==> src/rtl/bit_shift_pkg.sv <==
// bit_shift_engine shared types
// Mode and FSM encodings, default LFSR taps.
package bit_shift_pkg;

  typedef enum logic [1:0] {
    MODE_SHL  = 2'd0,
    MODE_SHR  = 2'd1,
    MODE_ROL  = 2'd2,
    MODE_LFSR = 2'd3
  } mode_t;

  typedef enum logic [1:0] {
    ST_IDLE = 2'd0,
    ST_RUN  = 2'd1,
    ST_DONE = 2'd2
  } state_t;

  localparam logic [7:0]  TAPS_8  = 8'hB8;
  localparam logic [15:0] TAPS_16 = 16'hB400;
  localparam logic [31:0] TAPS_32 = 32'h80200003;

  // Maximal-length taps for the common widths; 8-bit taps otherwise.
  function automatic logic [31:0] default_taps(input int w);
    logic [31:0] t;
    t = {24'h0, TAPS_8};
    if (w == 16) t = {16'h0, TAPS_16};
    if (w == 32) t = TAPS_32;
    return t;
  endfunction

endpackage

==> src/rtl/bit_shift_step.sv <==
// bit_shift_engine single-step function
// Next register value and shifted-out bit for one shift.
module bit_shift_step
  import bit_shift_pkg::*;
#(
  parameter int              WIDTH = 8,
  parameter logic [WIDTH-1:0] TAPS = WIDTH'(default_taps(WIDTH))
) (
  input  logic [WIDTH-1:0] q,
  input  mode_t            mode,
  input  logic             serial_in,
  output logic [WIDTH-1:0] q_next,
  output logic             serial_out
);

  // Select the shift rule; an all-zero LFSR is kicked back to 1.
  always_comb begin
    q_next     = q;
    serial_out = 1'b0;
    unique case (1'b1)
      (mode == MODE_SHL): begin
        q_next     = {q[WIDTH-2:0], serial_in};
        serial_out = q[WIDTH-1];
      end
      (mode == MODE_SHR): begin
        q_next     = {serial_in, q[WIDTH-1:1]};
        serial_out = q[0];
      end
      (mode == MODE_ROL): begin
        q_next     = {q[WIDTH-2:0], q[WIDTH-1]};
        serial_out = q[WIDTH-1];
      end
      (mode == MODE_LFSR): begin
        if (q == '0) begin
          q_next     = WIDTH'(1);
          serial_out = 1'b0;
        end else begin
          q_next     = (q >> 1) ^ (q[0] ? TAPS : '0);
          serial_out = q[0];
        end
      end
      default: begin
        q_next     = q;
        serial_out = 1'b0;
      end
    endcase
  end

endmodule

==> src/rtl/bit_shift_engine.sv <==
// bit_shift_engine top
// Shift register with counted runs, parallel load and LFSR mode.
module bit_shift_engine
  import bit_shift_pkg::*;
#(
  parameter int               WIDTH       = 8,
  parameter int               COUNT_W     = 8,
  parameter logic [WIDTH-1:0] RESET_VALUE = WIDTH'(1),
  parameter logic [WIDTH-1:0] LFSR_TAPS   = WIDTH'(default_taps(WIDTH))
) (
  input  logic               i_clk,
  input  logic               i_rst_n,
  input  logic               i_load,
  input  logic [WIDTH-1:0]   i_load_data,
  input  logic [1:0]         i_mode,
  input  logic               i_start,
  input  logic [COUNT_W-1:0] i_count,
  input  logic               i_serial_in,
  output logic [WIDTH-1:0]   o_data,
  output logic               o_serial_out,
  output logic               o_busy,
  output logic               o_done
);

  state_t             state_q, state_d;
  mode_t              mode_q, mode_d;
  logic [COUNT_W-1:0] cnt_q, cnt_d;
  logic [WIDTH-1:0]   data_q, data_d;
  logic               so_q, so_d;
  logic [WIDTH-1:0]   step_q;
  logic               step_so;

  bit_shift_step #(
    .WIDTH (WIDTH),
    .TAPS  (LFSR_TAPS)
  ) u_step (
    .q          (data_q),
    .mode       (mode_q),
    .serial_in  (i_serial_in),
    .q_next     (step_q),
    .serial_out (step_so)
  );

  // State, count, latched mode and shift register.
  always_ff @(posedge i_clk or negedge i_rst_n) begin
    if (!i_rst_n) begin
      state_q <= ST_IDLE;
      mode_q  <= MODE_SHL;
      cnt_q   <= '0;
      data_q  <= RESET_VALUE;
      so_q    <= 1'b0;
    end else begin
      state_q <= state_d;
      mode_q  <= mode_d;
      cnt_q   <= cnt_d;
      data_q  <= data_d;
      so_q    <= so_d;
    end
  end

  // Next-state: load/start in IDLE, one shift per RUN cycle.
  always_comb begin
    state_d = state_q;
    mode_d  = mode_q;
    cnt_d   = cnt_q;
    data_d  = data_q;
    so_d    = so_q;
    unique case (state_q)
      ST_IDLE: begin
        if (i_load) begin
          data_d = i_load_data;
        end else if (i_start) begin
          mode_d = mode_t'(i_mode);
          cnt_d  = i_count;
          if (i_count == '0) state_d = ST_DONE;
          else               state_d = ST_RUN;
        end
      end
      ST_RUN: begin
        data_d = step_q;
        so_d   = step_so;
        cnt_d  = cnt_q - COUNT_W'(1);
        if (cnt_q == COUNT_W'(1)) state_d = ST_DONE;
      end
      ST_DONE: begin
        state_d = ST_IDLE;
      end
      default: begin
        state_d = ST_IDLE;
      end
    endcase
  end

  assign o_data       = data_q;
  assign o_serial_out = so_q;
  assign o_busy       = (state_q == ST_RUN);
  assign o_done       = (state_q == ST_DONE);

endmodule

==> config.mk <==
export PLATFORM = sky130hd
export DESIGN_NAME = bit_shift_engine
export DESIGN_NICKNAME = d
export VERILOG_FILES = /design/src/rtl/bit_shift_pkg.sv /design/src/rtl/bit_shift_step.sv /design/src/rtl/bit_shift_engine.sv
export SDC_FILE = /design/constraint.sdc
export NUM_CORES = 1
export LEC_CHECK = 0
export BUFFER_PORTS_ARGS = -buffer_cell sky130_fd_sc_hd__buf_2
export CORE_ASPECT_RATIO = 0.7
export CORE_UTILIZATION = 55
export CTS_BUF_LIST = sky130_fd_sc_hd__clkbuf_4 sky130_fd_sc_hd__clkbuf_8
export DETAILED_ROUTE_END_ITERATION = 8
export PLACE_DENSITY = 0.84
export SETUP_SLACK_MARGIN = 0.02
export SLEW_MARGIN = 20
export SYNTH_ARGS = -nofsm -noshare
export SYNTH_HDL_FRONTEND = slang
export SYNTH_SLANG_ARGS = --single-unit
==> constraint.sdc <==
create_clock -name i_clk -period 2.5 [get_ports i_clk]
set_clock_uncertainty 0.2 [all_clocks]
set_input_delay 0.375 -clock i_clk [delete_from_list [all_inputs] [get_ports i_clk]]
set_output_delay 0.375 -clock i_clk [all_outputs]
set_load 0.05 [all_outputs]
# --- Word level (Yosys, flattened, before mapping) ---
# Cells that the tools add are included.
word_totals:
  ff_bits: 21
  input_bits: 23
  out_inout_bits: 11
  wordCells: 44
classes:
  add_sub_neg: 1
  eq_ne: 11
  muxes: 15
  n_bitwise: 2
  n_reduce_logical: 10
ops:
  columns: ["op", "count"]
  rows:
  - ["two-way mux 8 bit", 5]
  - ["case mux 8 bit (2 select lines)", 2]
  - ["case mux 8 bit (4 select lines)", 1]
  - ["zero test 8 bit", 2]
  - ["AND reduction 3 bit", 4]
  - ["equality test 8 x 1 -> 1 bit (second input constant)", 1]
  - ["two-way mux 2 bit", 4]
  - ["subtractor 8 x 1 -> 8 bit (second input constant)", 1]
  - ["bitwise XOR 7 x 8 -> 8 bit", 1]
  - ["equality test 2 bit (second input constant)", 3]
  - ["inequality test 2 bit (second input constant)", 3]
  - ["inequality test 5 x 1 -> 1 bit (second input constant)", 1]
  - ["equality test 2 x 1 -> 1 bit (second input constant)", 2]
  - ["zero test 2 bit", 2]
  - ["case mux 2 bit (2 select lines)", 1]
  - ["case mux 1 bit (3 select lines)", 1]
  - ["inequality test 2 x 1 -> 1 bit (second input constant)", 1]
  - ["nonzero test 2 bit", 1]
  - ["OR reduction 2 bit", 1]
  - ["two-way mux 1 bit", 1]
  - ["NOT 1 bit", 1]

# --- Depth between registers and ports, before layout ---
# Gate-level depths: netlist (run 1).
logic_depth:
  depth_word: 5
  ltp_mapped: 8
  ltp_nobuf: 6

# --- Hierarchy ---
# A second synthesis (run 1) with hierarchy kept.
hier_totals:
  cells_unflattened: 151
  area_unflattened_um2: 1308.8
modules_own_cells:
  columns: ["module", "instances", "cells_per_inst", "area_per_inst_um2", "seq_area_each_um2"]
  rows:
  - ["bit_shift_engine", 1, 124, 1124.8, 526.8]
  - ["bit_shift_step", 1, 27, 183.9, 0.0]

# --- Worst setup path after synthesis (run 1) ---
# OpenSTA, ideal clock, no wires.
synth_path:
  path_type: "register to output"
  startpoint: "register state_q[0]"
  endpoint: "output o_done"
  arrival_ps: 1333
  required_time_ps: 1925
  path_slack_ps: 592
  stages_incl_launch_ff: 3
  path_buffers: 1
  path_cell_list: "dfrtp_1 -> clkbuf_1 -> nor2b_1"
synth_between:
  elab_chain_len: 1
synth_lines:
  columns: ["element", "line", "source"]
  rows:
  - ["from (decl)", "bit_shift_engine.sv:25", "state_t state_q, state_d;"]
  - ["from (signal assigned)", "bit_shift_engine.sv:53", "state_q <= state_d;"]
  - ["equality test 2 bit", "bit_shift_engine.sv:97", "assign o_done = (state_q == ST_DONE);"]
  - ["to (decl)", "bit_shift_engine.sv:22", "output logic o_done"]
# Every way passes these cells.

# --- Worst setup path in the final report (run 1) ---
layout_path:
  startpoint: "register state_q[0]"
  endpoint: "output o_busy"
layout_between:
  elab_chain_len: 1
layout_lines:
  columns: ["element", "line", "source"]
  rows:
  - ["equality test 2 x 1 -> 1 bit", "bit_shift_engine.sv:96", "assign o_busy = (state_q == ST_RUN);"]
  - ["to (decl)", "bit_shift_engine.sv:21", "output logic o_busy,"]
# Every way passes these cells.

==> reports/metrics.cfg, run 1 <==
[yosys]
synth_edf_count=0
synth-xor-area-share=0.0186
synthArstFlopShare=1.00
synthCells=160
synthAdderAreaFrac=0.0531
ys_seq_area_frac=0.373
syn_avg_cell_area_sq_um=8.84
synth_top_area_frac=0.354
synth-simple-area-share=0.212
synthTopCellsByArea=dfrtp_1, ha_1, nor2_1
synth_top_family_by_area=compound AO/OA/AOI/OAI gates
syn_area_sq_mm=0.00141
synthMuxAreaShare=0
synth_nets=189
yosys_warnings=0
synth_compound_area_frac=0.283
synthFlopType=dfrtp_1
yosysUniqueCellTypes=41
ys_ff_latch=21
yosysTopAreaCell=dfrtp_1

[worst_hold_path]
hold_path.class=in2reg

[cells_and_area]
antenna_cells=0
finish.instance_area_sq_mm=0.00161
num-nets-final=219
layout_commonest_cell=buf_2
layout-drive-gt1-share=0.259
layout_common_cells=buf_2, dfrtp_1, nor2_1
syn_to_final_growth_pct=13.7

[grt]
grt_pass1_vias=1342
track_usage=0.293
overflow=0
grt_pass1_wl_microns=6240
antenna_found_initial=0
grt_max_degree=22

[setup_path]
start_kind=register
crit_required_ps=1920
r2r-end=o_data[2]$_DFFE_PN0P_
crit_chain=nand2b_1 -> inv_2 -> buf_2
critPathMaxStageDelay_ps=640
cp_data_arrival_time_ps=1690
ff2ff_path_depth=5
crit_cells=3
path_class=reg2out
crit_path_top_delay_cell=dfrtp_1
crit_end=o_busy
critPathLaunch=state_q[0]$_DFFE_PN0P_
cp-end-kind=primary output
path_buf_inv=2
rr_startpoint=mode_q[0]$_DFFE_PN0P_
critical_path.max_fanout=16
cp_top_family=flip-flops
r2r_slack_ps=310

[power]
p_comb_frac=0.621
p_int_mw=1.15
peakVddDrop_v=0.00110
leakagePower_nw=0.718
switching_power_mw=1.43
powerDensity_mw_per_mm2=1600
switching_share=0.554
power_frac_seq=0.310
pwr-share-clk=0.069

[clock_tree]
clk_path_buf_depth=2
cts_tree=done
clkLatencyLatePin_ps=310
clockRootBuffer=clkbuf_4
clkSlewWorstSetupHoldPaths_ps=110
htree_levels=1
cts_buffers=3
cts.sinks=21

[timing]
slew_violations=0
rsz0062_at_grt=no
timing.final.crit_share=0.906
tightest_slew_ps=591
setup_viol=0
final_hold_viol_count=0
tns_ps=0
slew_headroom=0.604
period_needed_ps=2260
fmax_mhz=442

[floorplan]
die_area_sq_mm=0.00278
rows=14
coreArea_sq_mm=0.00228
die_w_microns=62.6
io_pins=34
start_util=0.621
die_y_microns=44.4

[drt]
drt-pass1-iter-count=6
wl_per_cell_microns=16.6
vias_per_cell=6.48
detail-route-antenna-nets=0
drc=0
dr_total_vias=1433
drt-initial-drc-count=191
wl_microns=3670

[placed_design]
place_area_sq_mm=0.00157
numPortBuffers=33
dp_hpwl_microns=2770
gp_congestion=0.868

[run_status]
status=finished clean

[flow_run]
cap_viol_max_count=0

-- registers in the layout (all words and copies together) (netlist names) --
signal,flops
cnt_q,8
mode_q,2
o_data,8
o_serial_out,1
state_q,2
-- tightest hold or removal path, stage by stage --
cell and delay (ps):
buf_2 70, nand2_1 40, o21ai_0 70
-- power groups by stage --
stage | Combinational [mW] | Sequential (mW) | Clock, mW
global placement | 1.49 | 0.782 | 0
finish | 1.60 | 0.797 | 0.178
floorplan | 1.10 | 0.940 | 0
global route | 1.73 | 0.831 | 0.195
detailed placement | 1.58 | 0.790 | 0
CTS | 1.58 | 0.786 | 0.180
-- layer usage --
metal	GRT usage	share of wire	vias up
met2	0.463	0.44	94
met5	0	0	-
li1	-	-	648
met1	0.400	0.44	687
met3	0.101	0.11	4
met4	0.0512	0.0084	0
-- cell type report --
type / instances / area, sq um
flip-flops and latches: 21 / 527
well taps: 32 / 40.0
repair buffers: 35 / 183
multi-input cells: 122 / 802
clock buffers: 4 / 30.0
inverters: 7 / 26.3
fillers: 180 / 669
-- logic make-up (layout without fill, tap and decap cells) --
logic type                 count (synthesis)  count (layout)
DFF                                       21              21
xor gates and xnor gates                   3               3
adders and majority gates                  6               6
buffers and inverters                     17              46
and+or+nand+nor                           57              57
AOI/OAI and AO/OA                         56              56
-- what timing repair did --
action,in CTS,in global routing
setup buffers,0,0
gates resized for setup,0,0
hold buffers,1,0
endpoints found under the hold margin,20,0
-- per-stage QoR --
stage / instances / total power, mW / hold WS, ps / setup WS [ps] / utilization
2_1_floorplan: 160 / 2.04 / -121 / 592 / -
3_3_place_gp: 216 / 2.27 / 153 / 544 / 0.688
3_5_place_dp: 216 / 2.37 / 161 / 359 / 0.688
4_1_cts: 221 / 2.55 / 79.5 / 256 / 0.706
5_1_grt: 221 / 2.76 / 90.2 / 123 / 0.706
6_report: 221 / 2.58 / 85.7 / 236 / 0.706
-- how the worst min path moves through the flow --
stage               cells past startpoint  startpoint  slack (ps)               endpoint
global placement                        1     i_rst_n         150  o_data[2]$_DFFE_PN0P_
finish                                  3   i_mode[0]          90  mode_q[0]$_DFFE_PN0P_
detailed placement                      1     i_rst_n         160  o_data[7]$_DFFE_PN0P_
floorplan                               0     i_rst_n        -120   cnt_q[0]$_DFFE_PN0P_
global route                            3   i_mode[0]          90  mode_q[0]$_DFFE_PN0P_
CTS                                     3   i_mode[1]          80  mode_q[1]$_DFFE_PN0P_
-- cells in the mapped netlist (4+ instances only) --
cell / count
dfrtp_1: 20
o21ai_0: 6
nand2_1: 13
ha_1: 6
o21ai_1: 4
a21oi_1: 9
a22oi_1: 5
a31oi_1: 4
o211ai_1: 5
nor3_1: 5
buf_4: 5
inv_1: 5
nor2_1: 17
Note: power is estimated with default switching activity, not from simulation.
==> inputs of run 2 (changes only) <==
Settings changed: ABC_AREA set to 1, CORE_UTILIZATION 55 to 54, CTS_BUF_LIST sky130_fd_sc_hd__clkbuf_4 sky130_fd_sc_hd__clkbuf_8 to sky130_fd_sc_hd__clkbuf_16, PLACE_DENSITY 0.84 to 0.82.
==> run 2 against run 1 <==
Against the previous run:
- area after synthesis grew 7.3%
- via count rose by 13%
- worst setup slack better by 230 ps
- register-to-register slack improved by 240 ps
- die area increased by 9.0%
- count of clock-buffer cells in the layout is 1 lower
- worst hold slack gained 57 ps
- cell count rose by 37%
- global-route usage shrank 1.3 points
- synthesized cell count is 46% higher
- largest cell class unchanged
- highest routed layer unchanged
==> reports/metrics.cfg, run 2 <==
[yosys]
synthCells=233  ; +46%
synthArstFlopShare=1.00  ; unchanged
synthTopCellsByArea=dfrtp_1, nand2_1, nor2_1
yosysMostFrequentCell=nand2_1
ys_ff_latch=21  ; unchanged
yosysUniqueCellTypes=23  ; -44%
synth_edf_count=0  ; unchanged
syn_avg_cell_area_sq_um=6.51  ; -26%
synth_nets=262  ; +39%
synth_top_area_frac=0.330  ; -0.0242
syn_area_sq_mm=0.00152  ; +7.3%
synthFlopType=dfrtp_1
synthTopCellsByCount=nand2_1, nor2_1, inv_1
yosysTopAreaCell=dfrtp_1
ys_seq_area_frac=0.347  ; -0.0255
yosys_warnings=0  ; unchanged

[grt]
track_usage=0.280  ; -0.0133
antenna_found_initial=0  ; unchanged
grt_max_degree=22  ; unchanged
overflow=0  ; unchanged
grt_pass1_vias=1350  ; +0.60%
grt_pass1_wl_microns=6150  ; -1.4%

[cells_and_area]
layout-drive-gt1-share=0.194  ; -0.0652
num-nets-final=298  ; +36%
fillers=227  ; +26%
antenna_cells=0  ; unchanged
layout_common_cells=nand2_1, nor2_1, buf_2
multiInputGateArea_sq_um=857  ; +6.9%
regArea_sq_um=527  ; unchanged
syn_to_final_growth_pct=18.5
layout_commonest_cell=nand2_1

[floorplan]
die_w_microns=65.4  ; +4.4%
die_y_microns=46.4  ; +4.4%
io_pins=34  ; unchanged
coreArea_sq_mm=0.00255  ; +12%
start_util=0.595  ; -0.0263
die_area_sq_mm=0.00303  ; +9.0%
rows=15  ; +1

[clock_tree]
cts.sinks=21  ; unchanged
htree_levels=1  ; unchanged
clk_path_buf_depth=2  ; unchanged
cts_setup_buffers=0  ; unchanged
cts_buffers=3  ; unchanged
cts_tree=done
cts_hold_buf=1  ; unchanged
clkSlewWorstSetupHoldPaths_ps=50  ; -60 ps
clkLatencyLatePin_ps=250  ; -60 ps
post_cts_resized=0  ; unchanged
clockRootBuffer=clkbuf_16

[setup_path]
crit_required_ps=1920  ; about the same
r2r-end=o_data[1]$_DFFE_PN0P_
rr_startpoint=state_q[1]$_DFFE_PN0P_
ff2ff_path_depth=8  ; +3
critical_path.max_fanout=11  ; -5
start_kind=register
path_class=reg2out
cp_data_arrival_time_ps=1460  ; -230 ps
cp-end-kind=primary output
r2r_slack_ps=550  ; +240 ps

[drt]
drt-initial-drc-count=132  ; -31%
drc=0  ; unchanged
wl_microns=3740  ; +1.7%
dr_total_vias=1613  ; +13%
vias_per_cell=5.34  ; -18%
drt-pass1-iter-count=4  ; -2
wl_per_cell_microns=12.4  ; -26%
detail-route-antenna-nets=0  ; unchanged

[timing]
slew_violations=0  ; unchanged
setup_viol=0  ; unchanged
tightest_slew_ps=476  ; -115 ps
timing.final.crit_share=0.813  ; -0.0929
tns_ps=0  ; unchanged
rsz0062_at_grt=no
period_needed_ps=2030  ; -232 ps
slew_headroom=0.683  ; +0.0789
layout_setup_ws_ps=469  ; +232 ps
fmax_mhz=492  ; +11%
final_hold_viol_count=0  ; unchanged

[flow_run]
cap_viol_max_count=0  ; unchanged

[placed_design]
dp_hpwl_microns=2810  ; +1.6%
gp_congestion=0.904  ; +4.1%
numPortBuffers=33  ; unchanged
preCtsSetupSlack_ps=587  ; +229 ps

[worst_hold_path]
hp-start=i_mode[0]
hold_path.class=in2reg
holdPathStages=3  ; unchanged
min_to=mode_q[0]$_DFFE_PN0P_

[run_status]
status=finished clean

## run 2: cell count changes in the layout (fill, tap and decap cells not counted), moves of 4 or more
cell | previous run | this run
nand2_1 | 13 | 65
or2_2 | 0 | 5
nand3_1 | 2 | 16
nor2_1 | 17 | 43
inv_1 | 5 | 25
nor3_1 | 5 | 1
clkbuf_4 | 4 | 0
o21ai_0 | 6 | 18
## run 2: cell type report
type,count,share of cell area
inverter,27,0.0564
tap,34,0.0237
sequential,21,0.293
multi-input combinational,180,0.477
clock inverter,1,0.00278
clock buffer,3,0.0418
timing repair buffer,36,0.106
## run 2: through the flow
step / cell area, sq um / hold WS, ps / utilization / cells
after floorplan: 1520 / -121 / - / 233
after global placement: 1710 / 153 / 0.669 / 297
after detailed placement: 1710 / 160 / 0.669 / 297
after CTS: 1800 / 136 / 0.704 / 302
after global routing: 1800 / 142 / 0.704 / 302
final: 1800 / 143 / 0.704 / 302
## run 2: worst max-delay path by stage
stage                                 startpoint               endpoint  slack (ps)  cells past startpoint
after floorplan           state_q[0]$_DFFE_PN0P_                 o_done         860                      1
after global placement    state_q[1]$_DFFE_PN0P_  o_data[1]$_DFFE_PN0P_         690                      8
after detailed placement  state_q[1]$_DFFE_PN0P_  o_data[1]$_DFFE_PN0P_         590                      8
after CTS                 state_q[1]$_DFFE_PN0P_                 o_busy         470                      4
after global routing      state_q[1]$_DFFE_PN0P_                 o_busy         370                      4
final                     state_q[1]$_DFFE_PN0P_                 o_busy         470                      4
## run 2: worst max-delay path, stage by stage, from the launching register on
cell,delay (ps)
dfrtp_1,370
inv_1,100
nand2_1,230
inv_2,210
buf_2,290
## run 2: layer usage
metal / vias to the layer above / global-route usage / share of wire
li1: 816 / - / -
met1: 720 / 0.410 / 0.50
met2: 75 / 0.419 / 0.42
met3: 2 / 0.0594 / 0.076
met4: 0 / 0.0739 / 0.0056
met5: - / 0 / 0
## run 2: logic make-up (layout without fill, tap and decap cells)
| logic type | count (synthesis) | count (layout) | synth area share |
|---|---|---|---|
| AO/OA/AOI/OAI | 41 | 41 | 0.159 |
| adder cells (fa/ha/maj) | 6 | 6 | 0.0495 |
| flip-flops | 21 | 21 | 0.347 |
| AND/OR/NAND/NOR | 133 | 133 | 0.356 |
| buffers and inverters | 32 | 67 | 0.0882 |
Power of run 2 is left out: the tool's default activity adds up to more than one toggle a clock period on the data nets, which glitch-free logic cannot reach.
==> inputs of run 3 (changes only) <==
Settings changed: CORE_UTILIZATION 54 to 48, PLACE_DENSITY 0.82 to 0.77.
Clock period 2.5 ns to 1.7 ns, I/O delays scaled along.
==> run 3 against run 2 <==
Against the previous run:
- the run now ends with negative setup slack left
- global-route usage shrank 2.1 points
- highest routed layer unchanged
- routed wire length grew 17%
- via count grew 5.6%
- critical endpoint is now o_data[5]$_DFFE_PN0P_
- die area grew 12%
- largest cell class unchanged
- first-iteration DRC count grew 21%
- sequential share of layout area shrank 2.6 points
==> reports/metrics.cfg, run 3 (synthesis gave the netlist of run 2 again) <==
[run_status]
status=complete, but fails checks
violations=negative setup slack

[drt]
wl_per_cell_microns=13.8  ; +12%
drc=0  ; unchanged
detail-route-antenna-nets=0  ; unchanged
vias_per_cell=5.37  ; +0.58%
drt-initial-drc-count=160  ; +21%
dr_total_vias=1703  ; +5.6%
wl_microns=4390  ; +17%
drt-pass1-iter-count=5  ; +1

[placed_design]
numPortBuffers=33  ; unchanged
gp_congestion=0.908  ; +0.42%
dp_hpwl_microns=3100  ; +10%

[grt]
grt_pass1_vias=1476  ; +9.3%
antenna_found_initial=0  ; unchanged
track_usage=0.259  ; -0.0207
overflow=0  ; unchanged
grt_max_degree=22  ; unchanged
grt_pass1_wl_microns=6930  ; +13%

[clock_tree]
clkSlewWorstSetupHoldPaths_ps=60  ; about the same
htree_levels=1  ; unchanged
cts_tree=done
clkLatencyLatePin_ps=250  ; about the same
clockRootBuffer=clkbuf_16
clk_path_buf_depth=2  ; unchanged
cts_buffers=3  ; unchanged
cts.sinks=21  ; unchanged

[timing]
setup_viol=1  ; +1
period_needed_ps=1710
tns_ps=-6.76  ; -6.76 ps
rsz0062_at_grt=yes
slew_violations=0  ; unchanged
timing.final.crit_share=1.00
fmax_mhz=586
final_hold_viol_count=0  ; unchanged
layout_setup_ws_ps=-6.76  ; -475 ps
tightest_slew_ps=510  ; +34.4 ps
slew_headroom=0.660  ; -0.0229

[cells_and_area]
layout_common_cells=nand2_1, nor2_1, buf_2
num-nets-final=311  ; +4.4%
layout_commonest_cell=nand2_1
layout-drive-gt1-share=0.278  ; +0.0836
antenna_cells=0  ; unchanged
multiInputGateArea_sq_um=916  ; +6.9%
regArea_sq_um=529  ; +0.48%
syn_to_final_growth_pct=30.7
fillers=253  ; +11%

[setup_path]
cp-end-kind=register
path_class=reg2reg
rr_startpoint=mode_q[0]$_DFFE_PN0P_
critical_path.max_fanout=8  ; -3
ff2ff_path_depth=8  ; unchanged
r2r-end=o_data[5]$_DFFE_PN0P_
r2r_slack_ps=-7  ; -560 ps
critPathLaunch=mode_q[0]$_DFFE_PN0P_
start_kind=register
cp_data_arrival_time_ps=1680  ; +220 ps
crit_required_ps=1680  ; -240 ps
crit_end=o_data[5]$_DFFE_PN0P_

[floorplan]
die_y_microns=49.0  ; +5.8%
die_area_sq_mm=0.00339  ; +12%
io_pins=34  ; unchanged
coreArea_sq_mm=0.00290  ; +14%
die_w_microns=69.2  ; +5.9%
start_util=0.523  ; -0.0718
rows=16  ; +1

[worst_hold_path]
hold_path.class=in2reg

[flow_run]
cap_viol_max_count=0  ; unchanged

==> run 3: changes by cell type in the layout (fill, tap and decap cells not counted), sizes merged <==
cell / previous run / this run
buf: 35 / 48
==> run 3: worst max-delay path, stage by stage, from the launching register on <==
cell	delay (ps)
dfrtp_2	430
inv_2	90
ha_2	270
inv_2	70
nand2_4	60
a21oi_4	180
buf_12	140
nor2_1	50
a21oi_1	140
==> run 3: cell type report <==
class                      count  share of cell area
tap                           36              0.0227
inverter                      27              0.0536
multi-input combinational    180               0.462
timing repair buffer          49               0.156
clock buffer                   3              0.0378
clock inverter                 1             0.00189
sequential                    21               0.267
==> run 3: metrics by stage <==
step | util | setup WS [ps] | std cells | hold WS [ps] | instance area [sq um]
final | 0.684 | -6.76 | 317 | 16.5 | 1980
after global routing | 0.684 | -110 | 317 | 35.6 | 1980
after CTS | 0.646 | 13.6 | 311 | 19.4 | 1870
after detailed placement | 0.605 | -30.8 | 305 | 54.3 | 1760
after global placement | 0.605 | 95.8 | 305 | 46.9 | 1760
after floorplan | - | 112 | 233 | -241 | 1520
==> run 3: how the worst min path moves through the flow <==
stage                          from                     to  slack (ps)  cells past startpoint
after floorplan             i_rst_n   cnt_q[0]$_DFFE_PN0P_        -240                      0
after global placement      i_rst_n  o_data[2]$_DFFE_PN0P_          50                      1
after detailed placement    i_rst_n  o_data[2]$_DFFE_PN0P_          50                      1
after CTS                 i_mode[0]  mode_q[0]$_DFFE_PN0P_          20                      3
after global routing      i_mode[1]  mode_q[1]$_DFFE_PN0P_          40                      3
final                     i_mode[0]  mode_q[0]$_DFFE_PN0P_          20                      3
==> run 3: repair_timing <==
item	in CTS	in global routing
endpoints found under the hold margin	20	0
hold buffers	1	0
setup buffers	1	6
pin swaps	0	5
resized for setup	7	18
setup endpoints to repair	7	12
==> run 3: routing by layer <==
| layer | vias up | track usage | wire length, microns |
|---|---|---|---|
| li1 | 843 | - | - |
| met4 | 0 | 0.0408 | 34 |
| met3 | 6 | 0.0517 | 375 |
| met2 | 88 | 0.393 | 1880 |
| met1 | 766 | 0.387 | 2090 |
| met5 | - | 0 | 0 |
Power of run 3 is left out for the same reason.
